==> src/rtl/sys_arr_pkg.sv <==
// Shared types and sizing for the systolic-array tile: data width plus the
// MAC sequencer's state encoding and default chain depth / wait budget.
package sys_arr_pkg;

    localparam int DW          = 16;
    localparam int SEQ_DEPTH   = 4;
    localparam int SEQ_TIMEOUT = 64;

    typedef enum logic [2:0] {
        SEQ_IDLE,
        SEQ_WLOAD,
        SEQ_STREAM,
        SEQ_WAIT
    } seq_state_t;

endpackage

==> src/rtl/sys_arr_mac_seq_if.sv <==
// Tile-controller side of the MAC sequencer: command, weight, input and result
// valid/ready channels plus done/err status.
interface sys_arr_mac_seq_if #(
    parameter int DW    = sys_arr_pkg::DW,
    parameter int CNT_W = 8
);
    logic             cmd_valid;
    logic             cmd_ready;
    logic [CNT_W-1:0] cmd_num_inputs;
    logic             w_valid;
    logic             w_ready;
    logic [DW-1:0]    w_data;
    logic             x_valid;
    logic             x_ready;
    logic [DW-1:0]    x_data;
    logic [DW-1:0]    x_psum;
    logic             r_valid;
    logic             r_ready;
    logic [DW-1:0]    r_data;
    logic             done;
    logic             err;

    modport master (
        output cmd_valid, cmd_num_inputs, w_valid, w_data, x_valid, x_data, x_psum, r_ready,
        input  cmd_ready, w_ready, x_ready, r_valid, r_data, done, err
    );

    modport slave (
        input  cmd_valid, cmd_num_inputs, w_valid, w_data, x_valid, x_data, x_psum, r_ready,
        output cmd_ready, w_ready, x_ready, r_valid, r_data, done, err
    );
endinterface

==> src/rtl/systolic_array_MAC_if.sv <==
// Port bundle between one systolic-array MAC and whatever drives it; the
// array modport is the driving end, the mac modport is the MAC itself.
interface systolic_array_MAC_if #(
    parameter int DW = sys_arr_pkg::DW
);
    logic          start;
    logic [DW-1:0] in_value;
    logic          MAC_shift;
    logic [DW-1:0] in_accumulate;
    logic          weight_en;
    logic [DW-1:0] out_accumulate;
    logic          value_ready;
    logic [DW-1:0] in_pass;
    logic          weight_next_en;

    modport mac (
        input  start, in_value, MAC_shift, in_accumulate, weight_en,
        output out_accumulate, value_ready, in_pass, weight_next_en
    );

    modport array (
        output start, in_value, MAC_shift, in_accumulate, weight_en,
        input  out_accumulate, value_ready, in_pass, weight_next_en
    );
endinterface

==> src/rtl/sys_arr_result_reg.sv <==
// Single-entry valid/ready holding register for MAC results; a capture wins
// over a same-cycle drain so the new word is kept.
module sys_arr_result_reg #(
    parameter int DW = sys_arr_pkg::DW
) (
    input  logic          clk,
    input  logic          rst,
    input  logic          capture,
    input  logic [DW-1:0] cap_data,
    input  logic          r_ready,
    output logic          r_valid,
    output logic [DW-1:0] r_data
);

    always_ff @(posedge clk or posedge rst) begin
        if (rst) begin
            r_valid <= 1'b0;
            r_data  <= '0;
        end else if (capture) begin
            r_valid <= 1'b1;
            r_data  <= cap_data;
        end else if (r_ready) begin
            r_valid <= 1'b0;
        end
    end

endmodule

==> src/rtl/sys_arr_mac_seq.sv <==
// Upstream sequencer for one systolic-array MAC: loads DEPTH weights into the
// shift chain, then streams inputs one start at a time and returns each result.
module sys_arr_mac_seq
    import sys_arr_pkg::*;
#(
    parameter int DW      = sys_arr_pkg::DW,
    parameter int DEPTH   = SEQ_DEPTH,
    parameter int CNT_W   = 8,
    parameter int TIMEOUT = SEQ_TIMEOUT
) (
    input  logic                 clk,
    input  logic                 rst,
    sys_arr_mac_seq_if.slave     host,
    systolic_array_MAC_if.array  mac
);

    localparam int WCNT_W = $clog2(DEPTH + 1);
    localparam int TCNT_W = $clog2(TIMEOUT + 1);

    seq_state_t        state;
    seq_state_t        next_state;
    logic [CNT_W-1:0]  icnt;
    logic [WCNT_W-1:0] wcnt;
    logic [TCNT_W-1:0] tcnt;
    logic [DW-1:0]     value_q;
    logic [DW-1:0]     acc_q;
    logic              start_q;
    logic              done_q;
    logic              err_q;

    logic              cmd_ready_c;
    logic              w_ready_c;
    logic              x_ready_c;
    logic              weight_en_c;
    logic              shift_c;
    logic [DW-1:0]     value_bus;
    logic              x_fire;
    logic              last_weight;
    logic              capture;
    logic              timeout_hit;

    // The start cycle is the first WAIT cycle, so start_q doubles as the
    // "ignore value_ready now" marker.
    assign capture     = (state == SEQ_WAIT) && !start_q && mac.value_ready;
    assign timeout_hit = (state == SEQ_WAIT) && !capture && (tcnt == TCNT_W'(TIMEOUT - 1));
    assign x_fire      = x_ready_c && host.x_valid;
    assign last_weight = shift_c && (wcnt == WCNT_W'(DEPTH - 1));

    always_ff @(posedge clk or posedge rst) begin
        if (rst) begin
            state <= SEQ_IDLE;
        end else begin
            state <= next_state;
        end
    end

    always_comb begin
        next_state  = state;
        cmd_ready_c = 1'b0;
        w_ready_c   = 1'b0;
        x_ready_c   = 1'b0;
        weight_en_c = 1'b0;
        shift_c     = 1'b0;
        value_bus   = value_q;
        case (state)
            SEQ_IDLE: begin
                cmd_ready_c = 1'b1;
                if (host.cmd_valid) begin
                    next_state = SEQ_WLOAD;
                end
            end
            SEQ_WLOAD: begin
                weight_en_c = 1'b1;
                w_ready_c   = 1'b1;
                if (host.w_valid) begin
                    shift_c   = 1'b1;
                    value_bus = host.w_data;
                    if (wcnt == WCNT_W'(DEPTH - 1)) begin
                        next_state = (icnt != '0) ? SEQ_STREAM : SEQ_IDLE;
                    end
                end
            end
            SEQ_STREAM: begin
                // Only accept an input if its result will have somewhere to land.
                x_ready_c = !host.r_valid || host.r_ready;
                if (host.x_valid && x_ready_c) begin
                    next_state = SEQ_WAIT;
                end
            end
            SEQ_WAIT: begin
                if (capture) begin
                    next_state = (icnt == CNT_W'(1)) ? SEQ_IDLE : SEQ_STREAM;
                end else if (timeout_hit) begin
                    next_state = SEQ_IDLE;
                end
            end
            default: next_state = SEQ_IDLE;
        endcase
    end

    always_ff @(posedge clk or posedge rst) begin
        if (rst) begin
            icnt    <= '0;
            wcnt    <= '0;
            tcnt    <= '0;
            value_q <= '0;
            acc_q   <= '0;
            start_q <= 1'b0;
            done_q  <= 1'b0;
            err_q   <= 1'b0;
        end else begin
            start_q <= x_fire;
            done_q  <= (last_weight && (icnt == '0)) || (capture && (icnt == CNT_W'(1)));
            if ((state == SEQ_IDLE) && host.cmd_valid) begin
                icnt <= host.cmd_num_inputs;
                wcnt <= '0;
            end else if (capture) begin
                icnt <= icnt - CNT_W'(1);
            end
            if (shift_c) begin
                wcnt    <= wcnt + WCNT_W'(1);
                value_q <= host.w_data;
            end
            if (x_fire) begin
                value_q <= host.x_data;
                acc_q   <= host.x_psum;
                tcnt    <= '0;
            end else if (state == SEQ_WAIT) begin
                tcnt <= tcnt + TCNT_W'(1);
            end
            if (timeout_hit) begin
                err_q <= 1'b1;
            end
        end
    end

    sys_arr_result_reg #(.DW(DW)) u_result (
        .clk      (clk),
        .rst      (rst),
        .capture  (capture),
        .cap_data (mac.out_accumulate),
        .r_ready  (host.r_ready),
        .r_valid  (host.r_valid),
        .r_data   (host.r_data)
    );

    assign host.cmd_ready    = cmd_ready_c;
    assign host.w_ready      = w_ready_c;
    assign host.x_ready      = x_ready_c;
    assign host.done         = done_q;
    assign host.err          = err_q;
    assign mac.start         = start_q;
    assign mac.in_value      = value_bus;
    assign mac.MAC_shift     = shift_c;
    assign mac.in_accumulate = acc_q;
    assign mac.weight_en     = weight_en_c;

endmodule

==> src/flat_wrapper.sv <==
// flat-port wrapper written by rule: the top's interface ports become plain ports
module sys_arr_mac_seq_flat import sys_arr_pkg::*;
#(
    parameter int DW      = sys_arr_pkg::DW,
    parameter int DEPTH   = SEQ_DEPTH,
    parameter int CNT_W   = 8,
    parameter int TIMEOUT = SEQ_TIMEOUT
)
  (clk, rst, host_cmd_valid, host_cmd_num_inputs, host_w_valid, host_w_data, host_x_valid, host_x_data, host_x_psum, host_r_ready, host_cmd_ready, host_w_ready, host_x_ready, host_r_valid, host_r_data, host_done, host_err, mac_start, mac_in_value, mac_MAC_shift, mac_in_accumulate, mac_weight_en, mac_out_accumulate, mac_value_ready, mac_in_pass, mac_weight_next_en);
  sys_arr_mac_seq_if #(.DW(DW), .CNT_W(CNT_W)) host_i ();
  systolic_array_MAC_if #(.DW(DW)) mac_i ();
  input  logic clk;
  input  logic rst;
  input wire logic [$bits(host_i.cmd_valid)-1:0] host_cmd_valid;
  input wire logic [$bits(host_i.cmd_num_inputs)-1:0] host_cmd_num_inputs;
  input wire logic [$bits(host_i.w_valid)-1:0] host_w_valid;
  input wire logic [$bits(host_i.w_data)-1:0] host_w_data;
  input wire logic [$bits(host_i.x_valid)-1:0] host_x_valid;
  input wire logic [$bits(host_i.x_data)-1:0] host_x_data;
  input wire logic [$bits(host_i.x_psum)-1:0] host_x_psum;
  input wire logic [$bits(host_i.r_ready)-1:0] host_r_ready;
  output wire logic [$bits(host_i.cmd_ready)-1:0] host_cmd_ready;
  output wire logic [$bits(host_i.w_ready)-1:0] host_w_ready;
  output wire logic [$bits(host_i.x_ready)-1:0] host_x_ready;
  output wire logic [$bits(host_i.r_valid)-1:0] host_r_valid;
  output wire logic [$bits(host_i.r_data)-1:0] host_r_data;
  output wire logic [$bits(host_i.done)-1:0] host_done;
  output wire logic [$bits(host_i.err)-1:0] host_err;
  output wire logic [$bits(mac_i.start)-1:0] mac_start;
  output wire logic [$bits(mac_i.in_value)-1:0] mac_in_value;
  output wire logic [$bits(mac_i.MAC_shift)-1:0] mac_MAC_shift;
  output wire logic [$bits(mac_i.in_accumulate)-1:0] mac_in_accumulate;
  output wire logic [$bits(mac_i.weight_en)-1:0] mac_weight_en;
  input wire logic [$bits(mac_i.out_accumulate)-1:0] mac_out_accumulate;
  input wire logic [$bits(mac_i.value_ready)-1:0] mac_value_ready;
  input wire logic [$bits(mac_i.in_pass)-1:0] mac_in_pass;
  input wire logic [$bits(mac_i.weight_next_en)-1:0] mac_weight_next_en;
  assign host_i.cmd_valid = host_cmd_valid;
  assign host_i.cmd_num_inputs = host_cmd_num_inputs;
  assign host_i.w_valid = host_w_valid;
  assign host_i.w_data = host_w_data;
  assign host_i.x_valid = host_x_valid;
  assign host_i.x_data = host_x_data;
  assign host_i.x_psum = host_x_psum;
  assign host_i.r_ready = host_r_ready;
  assign host_cmd_ready = host_i.cmd_ready;
  assign host_w_ready = host_i.w_ready;
  assign host_x_ready = host_i.x_ready;
  assign host_r_valid = host_i.r_valid;
  assign host_r_data = host_i.r_data;
  assign host_done = host_i.done;
  assign host_err = host_i.err;
  assign mac_start = mac_i.start;
  assign mac_in_value = mac_i.in_value;
  assign mac_MAC_shift = mac_i.MAC_shift;
  assign mac_in_accumulate = mac_i.in_accumulate;
  assign mac_weight_en = mac_i.weight_en;
  assign mac_i.out_accumulate = mac_out_accumulate;
  assign mac_i.value_ready = mac_value_ready;
  assign mac_i.in_pass = mac_in_pass;
  assign mac_i.weight_next_en = mac_weight_next_en;
  sys_arr_mac_seq #(.DW(DW), .DEPTH(DEPTH), .CNT_W(CNT_W), .TIMEOUT(TIMEOUT)) u_core (.clk(clk), .rst(rst), .host(host_i), .mac(mac_i));
endmodule
==> config.mk <==
export PLATFORM = sky130hd
export DESIGN_NAME = sys_arr_mac_seq_flat
export DESIGN_NICKNAME = d
export VERILOG_FILES = /design/src/rtl/sys_arr_pkg.sv /design/src/rtl/sys_arr_mac_seq_if.sv /design/src/rtl/systolic_array_MAC_if.sv /design/src/rtl/sys_arr_result_reg.sv /design/src/rtl/sys_arr_mac_seq.sv /design/src/flat_wrapper.sv
export SDC_FILE = /design/constraint.sdc
export NUM_CORES = 1
export LEC_CHECK = 0
export BUFFER_PORTS_ARGS = -buffer_cell sky130_fd_sc_hd__buf_2
export CAP_MARGIN = 20
export CORE_MARGIN = 2
export CORE_UTILIZATION = 30
export DETAILED_ROUTE_END_ITERATION = 8
export GPL_TIMING_DRIVEN = 0
export SKIP_CTS_REPAIR_TIMING = 1
export SLEW_MARGIN = 30
export SYNTH_ARGS = -nofsm -noshare
export SYNTH_HDL_FRONTEND = slang
export SYNTH_SLANG_ARGS = --single-unit
==> constraint.sdc <==
create_clock -name clk -period 6.5 [get_ports clk]
set_input_delay 1.3 -clock clk [delete_from_list [all_inputs] [get_ports clk]]
set_output_delay 1.3 -clock clk [all_outputs]
set_load 0.05 [all_outputs]
======== After elaboration in Yosys (flattened, before gate mapping) ========
Cells that the tools add are included.
word-level totals
  logic and storage cells ................. 75
  register bits after elaboration ......... 73
  input port bits ......................... 96
  output and inout port bits .............. 57
cells by class
  mux-type cells .......................... 26
  reduce and logical (&&, ||, !) cells .... 24
  equal/unequal tests ..................... 11
  $add $sub $neg .......................... 3
operator list
  cell                 number
  $mux 16              4
  $mux 3               8
  $mux 8               2
  $mux 7               2
  $pmux 3 s4           1
  $logic_and 1x1->1    10
  $reduce_bool 2->1    5
  $eq 3x2->1 const B   3
  $eq 8x1->1 const B   1
  $logic_not 8->1      1
  $reduce_bool 8->1    1
  $sub 8x1->8 const B  1
  $add 7x1->7 const B  1
  $eq 7x6->1 const B   1
  $mux 1               7
  $reduce_and 5->1     1
  $mux 2               2
  $ne 2x1->1 const B   2
  $ne 2x2->1 const B   2
  $add 3x1->3 const B  1
  $eq 3x1->1 const B   1
  $logic_not 1->1      3
  $logic_not 3->1      1
  $ne 3x1->1 const B   1
  $logic_or 1x1->1     2

======== Depth between registers and ports, before layout ========
  depth after elaboration ................. 9
  depth in mapped cells ................... 7
  gate-level depth less buffers ........... 6

======== Modules after synthesis ========
A second synthesis with hierarchy kept.
second synthesis, totals
  cells, all modules ...................... 260
  area total of the unflattened synthesis .. 3348.2 um2
by module, submodules not included
  module              sequential area each (um2)  instances  area an instance (um2)  cells an instance
  sys_arr_mac_seq     1376.3                      1          2661.3                  222
  sys_arr_result_reg  425.4                       1          686.9                   38

======== Least setup slack after synthesis ========
No wires, ideal clock.
  path kind ............................... input to output
  start ................................... input port host_w_valid
  end ..................................... output port mac_in_value[0]
  slack ................................... 2.917 ns
  buffers on the path ..................... 1
  arrival ................................. 2.283 ns
  stages on the path ...................... 4
  cell sequence ........................... nand2_1 inv_2 buf_2 mux2_2
between the ends
  longest elaborated chain between the ends .. 2
RTL lines
  what             line                   text
  start, declared  flat_wrapper.sv:16     input wire logic [$bits(host_i.w_valid)-1:0] host_w_valid;
  $mux 16          sys_arr_mac_seq.sv:75  if (host.w_valid) begin
  $mux 16          sys_arr_mac_seq.sv:65  case (state)
  end, declared    flat_wrapper.sv:30     output wire logic [$bits(mac_i.in_value)-1:0] mac_in_value;
Every way passes these cells.

======== Worst setup path in the final report ========
  start ................................... input port host_w_valid
  end ..................................... output port mac_in_value[6]
The elaborated chain is that of the path after synthesis.

==> results.sh <==
export IMPL_grt_ovfl_total=0
export IMPL_holdWs_ns=0.458
export IMPL_final_util_pct=41.1
export IMPL_critPathMaxFanout=10
export IMPL_viasPerCell=4.51
export IMPL_grt_pass1_wl_um=13000
export IMPL_pwr_share_clk_pct=17.6
export IMPL_nets=570
export IMPL_die_y_um=109
export IMPL_cts_htree_levels=3
export IMPL_ys_top_cells_by_area="dfrtp_1 55%, nand2_1 13%, mux2_2 9.2%"
export IMPL_synth_cell_types=48
export IMPL_wirelength_um=7840
export IMPL_worst_slew_pin_slew_ns=0.703
export IMPL_syn2layout_area_growth_pct=34.6
export IMPL_hold_viol=0
export IMPL_cp_slowest_cell="mux2_2"
export IMPL_status="finished clean"
export IMPL_drtIter0Drc=173
export IMPL_cts_buffers=9
export IMPL_start_kind="input pin"
export IMPL_first_pass_iters=4
export IMPL_ir_worst_vdd_v=0.000257
export IMPL_synth_ff_type="dfrtp_1"
export IMPL_finalCritPeriodShare_pct=56.6
export IMPL_grt_use_total_pct=14.1
export IMPL_layout_drive_gt1_share_pct=42.4
export IMPL_critPathTopFamily="buffers and inverters"
export IMPL_hold_class="register to register"
export IMPL_grt_pass1_vias=2698
export IMPL_synth_seq_cells=72
export IMPL_cts_sinks=72
export IMPL_path_class="input pin to output port"
export IMPL_seqPwrFrac_pct=30.0
export IMPL_start_util_pct=30.5
export IMPL_fmax_ghz=0.272
export IMPL_worstPathCellList="buf_2 -> nand2_1 -> inv_2 -> buf_2 -> mux2_2 -> buf_2"
export IMPL_syn_avg_cell_area_um2=10.2
export IMPL_clock_path_buffers=2
export IMPL_ant_nets=0
export IMPL_p_per_area_nw_per_um2=573
export IMPL_num_rows=38
export IMPL_fin_skew_ns=0.0102
export IMPL_synth_async_reset_ratio_pct=100
export IMPL_dieArea_um2=11800
export IMPL_globalplace_congestion=0.819
export IMPL_max_stage_delay_ns=0.38
export IMPL_clk_pin_slew_worst_paths_ns=0.07
export IMPL_finalCriticalPeriod_ns=3.68
export IMPL_routedWlPerCell_um=12.8
export IMPL_worst_path_most_repeated_cell="buf_2"
export IMPL_dp_hpwl_um=5880
export IMPL_combPwrFrac_pct=52.4
export IMPL_finalSetupViolCount=0
export IMPL_crit_path_end_kind="output port"
export IMPL_cts_root_buf="clkbuf_8"
export IMPL_die_x_um=109
export IMPL_switching_power_uw=1220
export IMPL_drv_slew=0
export IMPL_diodes=0
export IMPL_intPower_uw=1320
export IMPL_synthesis_nets=423
export IMPL_leakage_uw=0.00232
export IMPL_ys_warn_count=0
export IMPL_slew_headroom_pct=52.9
export IMPL_clk_latency_ns=0.35
export IMPL_fill_cells=1075
export IMPL_pin_count=153
export IMPL_grt_max_degree=48
export IMPL_rsz0062_at_grt="false"
export IMPL_synth_top_area_share_pct=54.7
export IMPL_max_cap_violations=0
export IMPL_path_buf_inv=4
export IMPL_cp_required_ns=5.20
export IMPL_drc=0
export IMPL_netlist_area_um2=3290
export IMPL_worstPathArrival_ns=2.38
export IMPL_tritoncts="yes"
export IMPL_io_buffers=135
export IMPL_ys_seq_area_share_pct=54.7
export IMPL_route_vias_total=2767
export IMPL_core_area_um2=10800
export IMPL_tns_ns=0
export IMPL_synth_edf_count=0
export IMPL_synthCells=322
export IMPL_power_share_switching_pct=48.2
export IMPL_yosysTopAreaCell="dfrtp_1"
export IMPL_antenna_found_initial=0
[synthesized netlist by cell type, types with 2 or more instances]
library cell  instances
a211oi_1              2
a21oi_1               8
a221o_1               2
a311oi_1              3
a31oi_1               2
buf_2                 8
clkbuf_1              3
clkbuf_8              2
dfrtp_1              72
ha_1                  5
inv_1                 7
mux2_1                5
mux2_2               27
nand2_1             110
nand3_1               6
nor2_1               13
nor3_1                4
nor4_1                3
o21ai_0               8
or3_1                 2
xnor2_1               3
[through the flow]
stage / worst slack, ns / cells / power [µW] / cell area [µm²]
finish: 2.82 / 614 / 2540 / 4430
global route: 2.72 / 614 / 2710 / 4430
CTS: 2.79 / 614 / 2580 / 4430
detailed placement: 2.80 / 598 / 2110 / 4180
global placement: 2.38 / 597 / 2090 / 4150
floorplan: 2.92 / 322 / 1810 / 3290
[power by group through the flow]
stage / clock (µW) / sequential [µW] / combinational, µW
6_report: 448 / 763 / 1330
5_1_grt: 485 / 791 / 1440
4_1_cts: 467 / 763 / 1350
3_5_place_dp: 0 / 769 / 1340
3_3_place_gp: 0 / 763 / 1320
2_1_floorplan: 0 / 1080 / 730
[logic make-up (layout without fill, tap and decap cells)]
| logic type | count (synthesis) | in the layout | synth area share, % |
|---|---|---|---|
| buffers and inverters | 22 | 174 | 3.53 |
| multiplexers | 33 | 33 | 11.4 |
| XOR/XNOR | 4 | 4 | 1.06 |
| adder cells (fa/ha/maj) | 5 | 5 | 1.90 |
| AO/OA/AOI/OAI | 31 | 31 | 6.23 |
| AND/OR/NAND/NOR | 155 | 155 | 21.2 |
| flip-flops | 72 | 72 | 54.7 |
[layout make-up]
| cell class | count | area [µm²] | area share, % |
|---|---|---|---|
| Inverter | 8 | 32.5 | 0.734 |
| Clock buffer | 11 | 151 | 3.41 |
| Multi-Input combinational cell | 228 | 1380 | 31.2 |
| Sequential cell | 72 | 1800 | 40.6 |
| Timing Repair Buffer | 136 | 703 | 15.9 |
| Tap cell | 140 | 175 | 3.95 |
| Buffer | 14 | 86.3 | 1.95 |
| Clock inverter | 5 | 103 | 2.31 |
[worst register-to-register path: stages (launching register included)]
cell and delay, ns:
dfrtp_1 0.41, inv_1 0.11, ha_1 0.22, or3b_4 0.43
o21a_1 0.18, o31a_1 0.26, mux2_4 0.25
[flip-flops by register name, indices dropped and copies added, names as in the netlist]
register / cells
u_core.value_q: 16
u_core.wcnt: 3
u_core.icnt: 8
u_core.mac.start: 1
u_core.host.err: 1
u_core.host.done: 1
u_core.mac.in_accumulate: 16
u_core.u_result.r_data: 16
u_core.u_result.r_valid: 1
u_core.state: 2
u_core.tcnt: 7
[layout by cell type (no fill, tap or decap), drive strengths merged, types with 5 or more instances in the layout]
cell | synthesis | layout
nand2 | 110 | 110
nor2 | 13 | 13
inv | 8 | 8
clkbuf | 5 | 16
a21oi | 8 | 8
buf | 9 | 145
mux2 | 33 | 33
ha | 5 | 5
o21ai | 8 | 8
dfrtp | 72 | 72
nand3 | 6 | 6
[routing by layer]
| metal | vias up | routed length [µm] | share of wire, % | track usage (%) |
|---|---|---|---|---|
| met3 | 10 | 556 | 7.1 | 4.36 |
| met2 | 89 | 3560 | 45 | 22.5 |
| met5 | - | 0 | 0 | 0 |
| met1 | 1291 | 3610 | 46 | 18.3 |
| met4 | 0 | 104 | 1.3 | 4.12 |
| li1 | 1377 | - | - | - |
[final timing paths]
check                      slack, ns  depth (start not counted)                                       to                        start
hold reg to reg                 0.46                          1              u_core.host.err$_DFFE_PP0P_  u_core.host.err$_DFFE_PP0P_
max in group asynchronous       5.03                          3  u_core.mac.in_accumulate[3]$_DFFE_PP0P_                          rst
min in group asynchronous       0.92                          2           u_core.value_q[11]$_DFFE_PP0P_                          rst
setup reg to reg                4.52                          6              u_core.state[1]$_DFFE_PP0P_   u_core.icnt[1]$_DFFE_PP0P_
hold / removal                  0.46                          1              u_core.host.err$_DFFE_PP0P_  u_core.host.err$_DFFE_PP0P_
setup / recovery                2.82                          6                          mac_in_value[6]                 host_w_valid
(Power assumes the default switching activity.)
